$ cat src/rtl/coherence_pkg.sv
// Shared definitions for the coherence snooping bus: message layout, opcodes,
// idle bus pattern and arbiter state encoding.
package coherence_pkg;

  localparam int BUS_MSG_W  = 16;
  localparam int PROC_LSB   = 14;
  localparam int PROC_W     = 2;
  localparam int OPCODE_LSB = 12;
  localparam int OPCODE_W   = 2;
  localparam int TAG_LSB    = 8;
  localparam int TAG_W      = 4;
  localparam int DATA_LSB   = 0;
  localparam int DATA_W     = 8;

  localparam logic [BUS_MSG_W-1:0] IDLE_MSG = 16'hFFFF;

  typedef enum logic [OPCODE_W-1:0] {
    OP_BUS_RD   = 2'd0,
    OP_BUS_RDX  = 2'd1,
    OP_BUS_UPGR = 2'd2,
    OP_BUS_WB   = 2'd3
  } opcode_e;

  typedef struct packed {
    logic [PROC_W-1:0] proc;
    opcode_e           opcode;
    logic [TAG_W-1:0]  tag;
    logic [DATA_W-1:0] data;
  } bus_msg_t;

  typedef enum logic [1:0] {
    ST_IDLE     = 2'd0,
    ST_BCAST    = 2'd1,
    ST_WAIT_ACK = 2'd2,
    ST_DONE     = 2'd3
  } arb_state_e;

  function automatic logic [PROC_W-1:0] msg_proc(input logic [BUS_MSG_W-1:0] msg);
    return msg[PROC_LSB +: PROC_W];
  endfunction

endpackage

$ cat src/rtl/rr_arbiter.sv
// Combinational rotating-priority picker: the first requester at or after ptr
// (wrapping modulo N) wins.
module rr_arbiter #(
  parameter int N  = 3,
  parameter int PW = (N > 1) ? $clog2(N) : 1
) (
  input  logic [N-1:0]  req,
  input  logic [PW-1:0] ptr,
  output logic [N-1:0]  onehot,
  output logic [PW-1:0] idx,
  output logic          any
);

  // Scan from the farthest offset down so the nearest requester overwrites last.
  always_comb begin
    onehot = '0;
    idx    = '0;
    any    = 1'b0;
    for (int off = N - 1; off >= 0; off--) begin
      int i;
      i = int'(ptr) + off;
      if (i >= N) i = i - N;
      if (req[i]) begin
        onehot    = '0;
        onehot[i] = 1'b1;
        idx       = PW'(i);
        any       = 1'b1;
      end
    end
  end

endmodule

$ cat src/rtl/snoop_bus_arbiter.sv
// Round-robin owner of the shared snooping bus: broadcasts the winner's message,
// collects snoop acks from every other processor, then signals done to the issuer.
module snoop_bus_arbiter
  import coherence_pkg::*;
#(
  parameter int N_PROC      = 3,
  parameter int MSG_W       = 16,
  parameter int ACK_TIMEOUT = 15
) (
  input  logic                    clock,
  input  logic                    reset,
  input  logic [N_PROC-1:0]       req,
  input  logic [N_PROC*MSG_W-1:0] req_msg,
  input  logic [N_PROC-1:0]       snoop_ack,
  output logic [N_PROC-1:0]       grant,
  output logic [MSG_W-1:0]        bus,
  output logic                    bus_valid,
  output logic [N_PROC-1:0]       done,
  output logic                    timeout_err,
  output logic                    busy
);

  localparam int PW = (N_PROC > 1) ? $clog2(N_PROC) : 1;
  localparam int TW = $clog2(ACK_TIMEOUT + 1);
  localparam logic [TW-1:0] TMO_LAST = TW'(ACK_TIMEOUT - 1);
  localparam logic [MSG_W-1:0] IDLE_BUS = MSG_W'(IDLE_MSG);

  arb_state_e        state;
  logic [PW-1:0]     rr_ptr;
  logic [PW-1:0]     win_idx;
  logic [N_PROC-1:0] ack_seen;
  logic [TW-1:0]     tmo_cnt;

  logic [N_PROC-1:0] pick_onehot;
  logic [PW-1:0]     pick_idx;
  logic              pick_any;
  logic              all_acked;

  rr_arbiter #(.N(N_PROC), .PW(PW)) u_rr (
    .req    (req),
    .ptr    (rr_ptr),
    .onehot (pick_onehot),
    .idx    (pick_idx),
    .any    (pick_any)
  );

  // The owner counts as acked, so a single-processor system completes at once.
  assign all_acked = &(ack_seen | snoop_ack | grant);

  always_ff @(posedge clock or negedge reset) begin
    if (!reset) begin
      state       <= ST_IDLE;
      grant       <= '0;
      bus         <= IDLE_BUS;
      bus_valid   <= 1'b0;
      done        <= '0;
      timeout_err <= 1'b0;
      busy        <= 1'b0;
      rr_ptr      <= '0;
      win_idx     <= '0;
      ack_seen    <= '0;
      tmo_cnt     <= '0;
    end else begin
      bus_valid   <= 1'b0;
      done        <= '0;
      timeout_err <= 1'b0;
      case (state)
        ST_IDLE: begin
          if (pick_any) begin
            state     <= ST_BCAST;
            grant     <= pick_onehot;
            bus       <= req_msg[pick_idx*MSG_W +: MSG_W];
            bus_valid <= 1'b1;
            win_idx   <= pick_idx;
            busy      <= 1'b1;
          end
        end
        ST_BCAST: begin
          state    <= ST_WAIT_ACK;
          ack_seen <= '0;
          tmo_cnt  <= '0;
        end
        ST_WAIT_ACK: begin
          ack_seen <= ack_seen | (snoop_ack & ~grant);
          // Completion is checked first so it wins over a timeout on the same edge.
          if (all_acked || tmo_cnt == TMO_LAST) begin
            state       <= ST_DONE;
            done        <= grant;
            grant       <= '0;
            bus         <= IDLE_BUS;
            timeout_err <= !all_acked;
            rr_ptr      <= (win_idx == PW'(N_PROC - 1)) ? '0 : win_idx + PW'(1);
          end else begin
            tmo_cnt <= tmo_cnt + TW'(1);
          end
        end
        ST_DONE: begin
          state <= ST_IDLE;
          busy  <= 1'b0;
        end
        default: begin
          state <= ST_IDLE;
          busy  <= 1'b0;
        end
      endcase
    end
  end

endmodule
$ cat config.mk
export PLATFORM = sky130hd
export DESIGN_NAME = snoop_bus_arbiter
export DESIGN_NICKNAME = d
export VERILOG_FILES = /design/src/rtl/coherence_pkg.sv /design/src/rtl/rr_arbiter.sv /design/src/rtl/snoop_bus_arbiter.sv
export SDC_FILE = /design/constraint.sdc
export NUM_CORES = 1
export LEC_CHECK = 0
export ABC_AREA = 1
export CAP_MARGIN = 10
export CORE_MARGIN = 2
export CORE_UTILIZATION = 46
export DETAILED_ROUTE_END_ITERATION = 7
export GPL_ROUTABILITY_DRIVEN = 0
export MAX_ROUTING_LAYER = met4
export PLACE_DENSITY = 0.79
export SLEW_MARGIN = 20
export SYNTH_ARGS = -nofsm -noshare
export SYNTH_HDL_FRONTEND = slang
export SYNTH_SLANG_ARGS = --single-unit
$ cat constraint.sdc
create_clock -name clock -period 2.05 [get_ports clock]
set_input_delay 0.615 -clock clock [delete_from_list [all_inputs] [get_ports clock]]
set_output_delay 0.615 -clock clock [all_outputs]
set_load 0.05 [all_outputs]
==> flow_metrics.tcl, run 1 <==
set metrics [dict create \
    status "completed" \
    finalHoldViolCount 0 \
    drt-total-wl_um 6569 \
    reg2regPathDepth 13 \
    port_buffers 80 \
    fmax_mhz 497.6 \
    dp.cells 504 \
    cts_tree "yes" \
    max_slew_margin_pct 69.39 \
    path_class "input pin to flop" \
    grt_start_max_net_pins 39 \
    critPathLaunchType "input pin" \
    die_area_um2 6166 \
    final_cell_mix "inv_1 (64), clkdlybuf4s50_1 (54), nor2_1 (48), nand2_1 (46), nand3_1 (43)" \
    core_um2 5439 \
    yosysSeqAreaShare_pct 38.00 \
    clock_path_buffers 2 \
    insertion_delay_ps 290 \
    cpPeakStageDelay_ps 480 \
    post-route-worst-setup-slack_ps 40.36 \
    ant_nets 0 \
    ios 81 \
    vias_per_cell 4.880 \
    finClkSkew_ps 3.630 \
    fin_crit_sh_pct 98.03 \
    cp.required_ps 2280 \
    final_nets 510 \
    grt_antenna_before_repair 0 \
    antenna_cells 0 \
    drv_cap 0 \
    crit_chain "clkdlybuf4s50_1 > nand2_2 > nand2_2 > nand2_1 > nand2_1 > nand2_1 > nand3_4 > buf_12 > nand3_1 > nand3_1 > a21oi_2" \
    r2r-start "rr_ptr[0]" \
    dr.pass1.iters 4 \
    std_cell_rows 27 \
    fin_setup_tns_ps 0 \
    multiInputGateArea_um2 1314 \
    endpoint "bus[8]" \
    finalMaxSlewViolations 0 \
    layout.cells.most_common "inv_1" \
    hold_path_class "input pin to async pin" \
    fin_crit_ps 2010 \
    crit_start "req[0]" \
    die_y_um 78.53 \
    dr.first_iter.drc_count 81 \
    netlist-cell-type-count 30 \
    start_util_pct 46.97 \
    htree_levels 2 \
    post_drt_wl_per_cell_um 12.71 \
    fillerInstances 394 \
    seqCellArea_um2 972.2 \
    cp.arrival_ps 2240 \
    cts_root_buf "clkbuf_8" \
    drc 0 \
    peakVddDrop_mv 1.067 \
    area_growth_pct 54.16 \
    synth_cells 341 \
    synth_nets 407 \
    fin_cells 517 \
    fp.dieW_um 78.53 \
    numCtsBuffers 5 \
    slowest_stage "clkdlybuf4s50_1" \
    end_kind "flop" \
    synth-seq-cells 38 \
    track_usage_pct 22.31 \
    grt_pass1_vias 2365 \
    reg2reg_to "bus[8]" \
    synth_area_um2 2555 \
    ys_warn_count 0 \
    post-place-ws_ps -219.8 \
    critPathMaxFanout 16 \
    r2r_slack_ps 70 \
    postSynthAreaPerCell_um2 7.493 \
    cts.clk_slew.worst_paths_ps 80 \
    place_area_um2 3686 \
    place_hpwl_um 4779 \
    finalSetupViolCount 0 \
    ctsHoldBuffers 0 \
    power_density_nw_per_um2 1849 \
    path_common_cell "nand2_1" \
    grt_overflow 0 \
    p_leak_nw 1.995 \
    worst_slew_pin_slew_ps 459.1 \
    drive_above_1_share_pct 28.99 \
    grt_first_pass_wirelength_um 10490 \
    num_vias 2523 \
    cts.sinks 38 \
    final_area_um2 3939 \
]
## worst max-delay path: cells and delay by family
| family | cells | cell delay, ps |
|---|---|---|
| compound gates | 1 | 130 |
| buf+inv | 2 | 650 |
| simple gates | 8 | 830 |
## cell usage after synthesis (all sizes together)
| library cell | instances | area share [%] |
|---|---|---|
| a21oi | 25 | 6.5 |
| a31oi | 1 | 0.25 |
| ha | 10 | 4.9 |
| dfstp | 16 | 16 |
| o21ai | 11 | 2.2 |
| nor3 | 2 | 0.39 |
| nand3 | 49 | 11 |
| o31ai | 2 | 0.59 |
| buf | 7 | 2.2 |
| o21bai | 1 | 0.44 |
| inv | 73 | 11 |
| nor2 | 62 | 12 |
| clkbuf | 1 | 0.15 |
| dfrtp | 22 | 22 |
| o22ai | 1 | 0.49 |
| nand2 | 58 | 10 |
## flip-flops by register name (all words and copies together) (netlist names)
name	flops
timeout_err	1
busy	1
state	2
rr_ptr	2
ack_seen	3
bus_valid	1
win_idx	2
done	3
bus	16
grant	3
tmo_cnt	4
## repair_timing
action / in CTS / in global routing
buffers inserted: 0 / 5
endpoints found under the setup margin: 0 / 24
resized for setup: 0 / 20
## stage by stage
step | util, % | hold slack, ps | total power, mW
2_1_floorplan | - | 319.4 | 4.538
3_3_place_gp | 67.77 | 469.8 | 6.074
3_5_place_dp | 67.77 | 481.7 | 6.187
4_1_cts | 70.30 | 364.8 | 6.981
5_1_grt | 72.42 | 380.5 | 7.856
6_report | 72.42 | 360.4 | 7.284
## kinds of logic after synthesis
group | Yosys count | share of synthesized area (%)
simple gates | 171 | 33.30
flops | 38 | 38.00
buf+inv | 81 | 13.37
compound gates | 41 | 10.43
fa+ha+maj | 10 | 4.897
## per-layer routing
layer	track usage (%)	part of all wire, %	up-vias
met3	3.678	4.6	11
li1	-	-	1260
met1	26.35	40	1163
met4	8.596	1.9	0
met2	38.12	53	89
met5	-	0	-
## worst min path at each step
stage	startpoint	endpoint	cells after the start
after floorplan	reset	ack_seen[0]	0
after global placement	win_idx[0]	rr_ptr[0]	1
after detailed placement	win_idx[0]	rr_ptr[0]	1
after CTS	reset	ack_seen[0]	2
after global routing	reset	ack_seen[0]	2
final	reset	ack_seen[0]	2
## layout make-up
cell class                      count  share of cell area, %
Clock inverter                      3                  1.747
Multi-Input combinational cell    222                  33.35
Clock buffer                        5                  1.747
Sequential cell                    38                  24.68
Timing Repair Buffer              104                  28.91
Inverter                           73                  7.274
Tap cell                           72                  2.287
## power breakdown
part	leakage (nW)	internal, mW	switching (mW)
combinational	1.47	2.14	2.93
sequential	0.453	1.16	0.299
clock	0.0683	0.487	0.273
(Power assumes the default switching activity.)
==> run 2: changes to the inputs <==
--- a/config.mk
+++ b/config.mk
@@ -11,2 +11,3 @@
 export CORE_UTILIZATION = 46
+export CTS_BUF_LIST = sky130_fd_sc_hd__clkbuf_2
 export DETAILED_ROUTE_END_ITERATION = 7
--- a/constraint.sdc
+++ b/constraint.sdc
@@ -3,2 +3,2 @@
 set_output_delay 0.615 -clock clock [all_outputs]
-set_load 0.05 [all_outputs]
+set_load 0.01 [all_outputs]
==> run 2 against run 1 <==
  * Critical path depth unchanged
  * Global-route usage decreased by 0.16 points
  * Clock skew increased by 23 ps
  * Total power decreased by 14%
  * Sequential power decreased by 7%
  * Sequential cell count unchanged
  * Via count increased by 0.75%
  * Final area decreased by 3.4%
  * Worst hold slack got worse by 140 ps
  * Critical path type is now flop to flop
  * Core utilization decreased by 2.5 points
  * Wire length increased by 2.3%
  * Final cell count increased by 0.97%
  * Critical endpoint is now bus[10]
==> flow_metrics.tcl, run 2 (same netlist as run 1, synthesis figures left out) <==
set metrics [dict create \
    status "completed" \
    fp.dieW_um 78.53 \
    die_area_um2 6166 \
    ios 81 \
    grt_first_pass_wirelength_um 10680 \
    ant_nets 0 \
    grt_overflow 0 \
    drt-total-wl_um 6718 \
    insertion_delay_ps 390 \
    antenna_cells 0 \
    htree_levels 2 \
    fin_crit_ps 1963 \
    drv_cap 0 \
    num_vias 2542 \
    cp.required_ps 2380 \
    rsz0062_at_grt "yes" \
    post-place-ws_ps -233.4 \
    cts_root_buf "clkbuf_2" \
    top_regs "bus: 16 flops, tmo_cnt: 4 flops" \
    core_um2 5439 \
    post-route-worst-setup-slack_ps 87.29 \
    cp_top_family "simple AND/OR/NAND/NOR gates" \
    fin_crit_sh_pct 95.74 \
    final_area_um2 3804 \
    max_slew_margin_pct 67.90 \
    drive_above_1_share_pct 24.67 \
    seqCellArea_um2 972.2 \
    place_hpwl_um 4857 \
    finalMaxSlewViolations 0 \
    path_buf_inv 2 \
    worst_slew_pin_slew_ps 481.5 \
    cpPeakStageDelay_ps 500 \
    die_y_um 78.53 \
    critPathMaxFanout 8 \
    vias_per_cell 4.870 \
    r2r_slack_ps 90 \
    crit_start "rr_ptr[1]" \
    numCtsBuffers 5 \
    ctsHoldBuffers 0 \
    cp.arrival_ps 2290 \
    p_total_mw 6.228 \
    fin_cells 522 \
    path_class "flop to flop" \
    cts.clk_slew.worst_paths_ps 210 \
    grt_start_max_net_pins 39 \
    area_growth_pct 48.87 \
    port_buffers 80 \
    post_drt_wl_per_cell_um 12.87 \
    clock_path_buffers 2 \
    peakVddDrop_mv 0.7973 \
    final_nets 515 \
    start_util_pct 46.97 \
    largest_reg_flops 16 \
    crit_chain "ha_4 > inv_4 > nand2_2 > nand2_4 > a21oi_4 > nand2_2 > nand3_4 > clkbuf_16 > nand3_1 > nand3_1 > a21oi_2" \
    finClkSkew_ps 26.26 \
    dp.cells 504 \
    grt_antenna_before_repair 0 \
    std_cell_rows 27 \
    place_area_um2 3598 \
    drc 0 \
    cts_tree "yes" \
    critPathLaunchType "flop" \
    reg2regPathDepth 11 \
    multiInputGateArea_um2 1336 \
    fmax_mhz 509.5 \
    finalSetupViolCount 0 \
    end_kind "flop" \
    final_cell_mix "inv_1 (63), clkdlybuf4s50_1 (63), nor2_1 (52), nand2_1 (44), nand3_1 (43)" \
    dr.pass1.iters 4 \
    slowest_stage "dfrtp_2" \
    power_density_nw_per_um2 1637 \
    hold_path_class "input pin to async pin" \
    fillerInstances 432 \
    dr.first_iter.drc_count 112 \
    reg2reg_to "bus[10]" \
    track_usage_pct 22.16 \
    p_leak_nw 1.913 \
    cts.sinks 38 \
    endpoint "bus[10]" \
    finalHoldViolCount 0 \
    grt_pass1_vias 2438 \
    regMostFlops "bus" \
    r2r-start "rr_ptr[1]" \
    crit_cells 11 \
]
-- run 2: cell count changes in the layout (fill, tap and decap cells not counted), sizes merged --
cell,before,now
nand2,58,59
clkbuf,5,7
buf,50,28
bufinv,2,0
clkinv,1,2
dlygate4sd2,0,16
clkdlybuf4s50,54,63
-- run 2: worst min path at each step --
stage               slack, ps  cells after the start  startpoint           to
floorplan                 320                      0       reset  ack_seen[0]
detailed placement        490                      1  win_idx[0]    rr_ptr[0]
CTS                       240                      2       reset   tmo_cnt[2]
global placement          470                      1  win_idx[0]    rr_ptr[0]
finish                    220                      2       reset  ack_seen[0]
global route              240                      2       reset   tmo_cnt[0]
-- run 2: final cells by class --
| type | count | area share [%] |
|---|---|---|
| tap | 72 | 2.368 |
| sequential | 38 | 25.56 |
| clock inverter | 2 | 0.2632 |
| clock buffer | 6 | 0.7895 |
| inverter | 73 | 7.533 |
| timing repair buffer | 108 | 28.36 |
| multi-input combinational | 223 | 35.13 |
-- run 2: routing by layer --
layer / track usage [%] / share of wire [%]
met3: 2.299 / 4.2
met2: 38.29 / 53
met4: 8.070 / 2.4
met1: 26.84 / 41
met5: - / 0
-- run 2: metrics by stage --
stage | TNS, ps | hold WS (ps) | utilization [%]
CTS | 0 | 243.7 | 67.22
global placement | -2627 | 468.2 | 66.16
finish | 0 | 221.7 | 69.93
detailed placement | -3679 | 485.4 | 66.16
global route | -506.8 | 242.1 | 69.93
floorplan | 0 | 319.4 | -
-- run 2: report_power, final --
group	switching (mW)	internal, mW	total [mW]	leakage, nW
Sequential	0.214	1.15	1.36	0.453
Clock	0.254	0.0859	0.340	0.0327
Combinational	2.54	1.99	4.52	1.43
-- run 2: worst register-to-register path, delay by kind of cell (launching register included) --
kind	cells	cell delay, ps
flops	1	500
fa+ha+maj	1	310
simple gates	6	600
buf+inv	2	240
compound gates	2	270
-- run 2: what timing repair did --
| action | in CTS | in global routing |
|---|---|---|
| endpoints found under the setup margin | 18 | 24 |
| setup buffers | 4 | 4 |
| pin swaps | 0 | 3 |
| resized for setup | 18 | 21 |
| cloned | 0 | 2 |
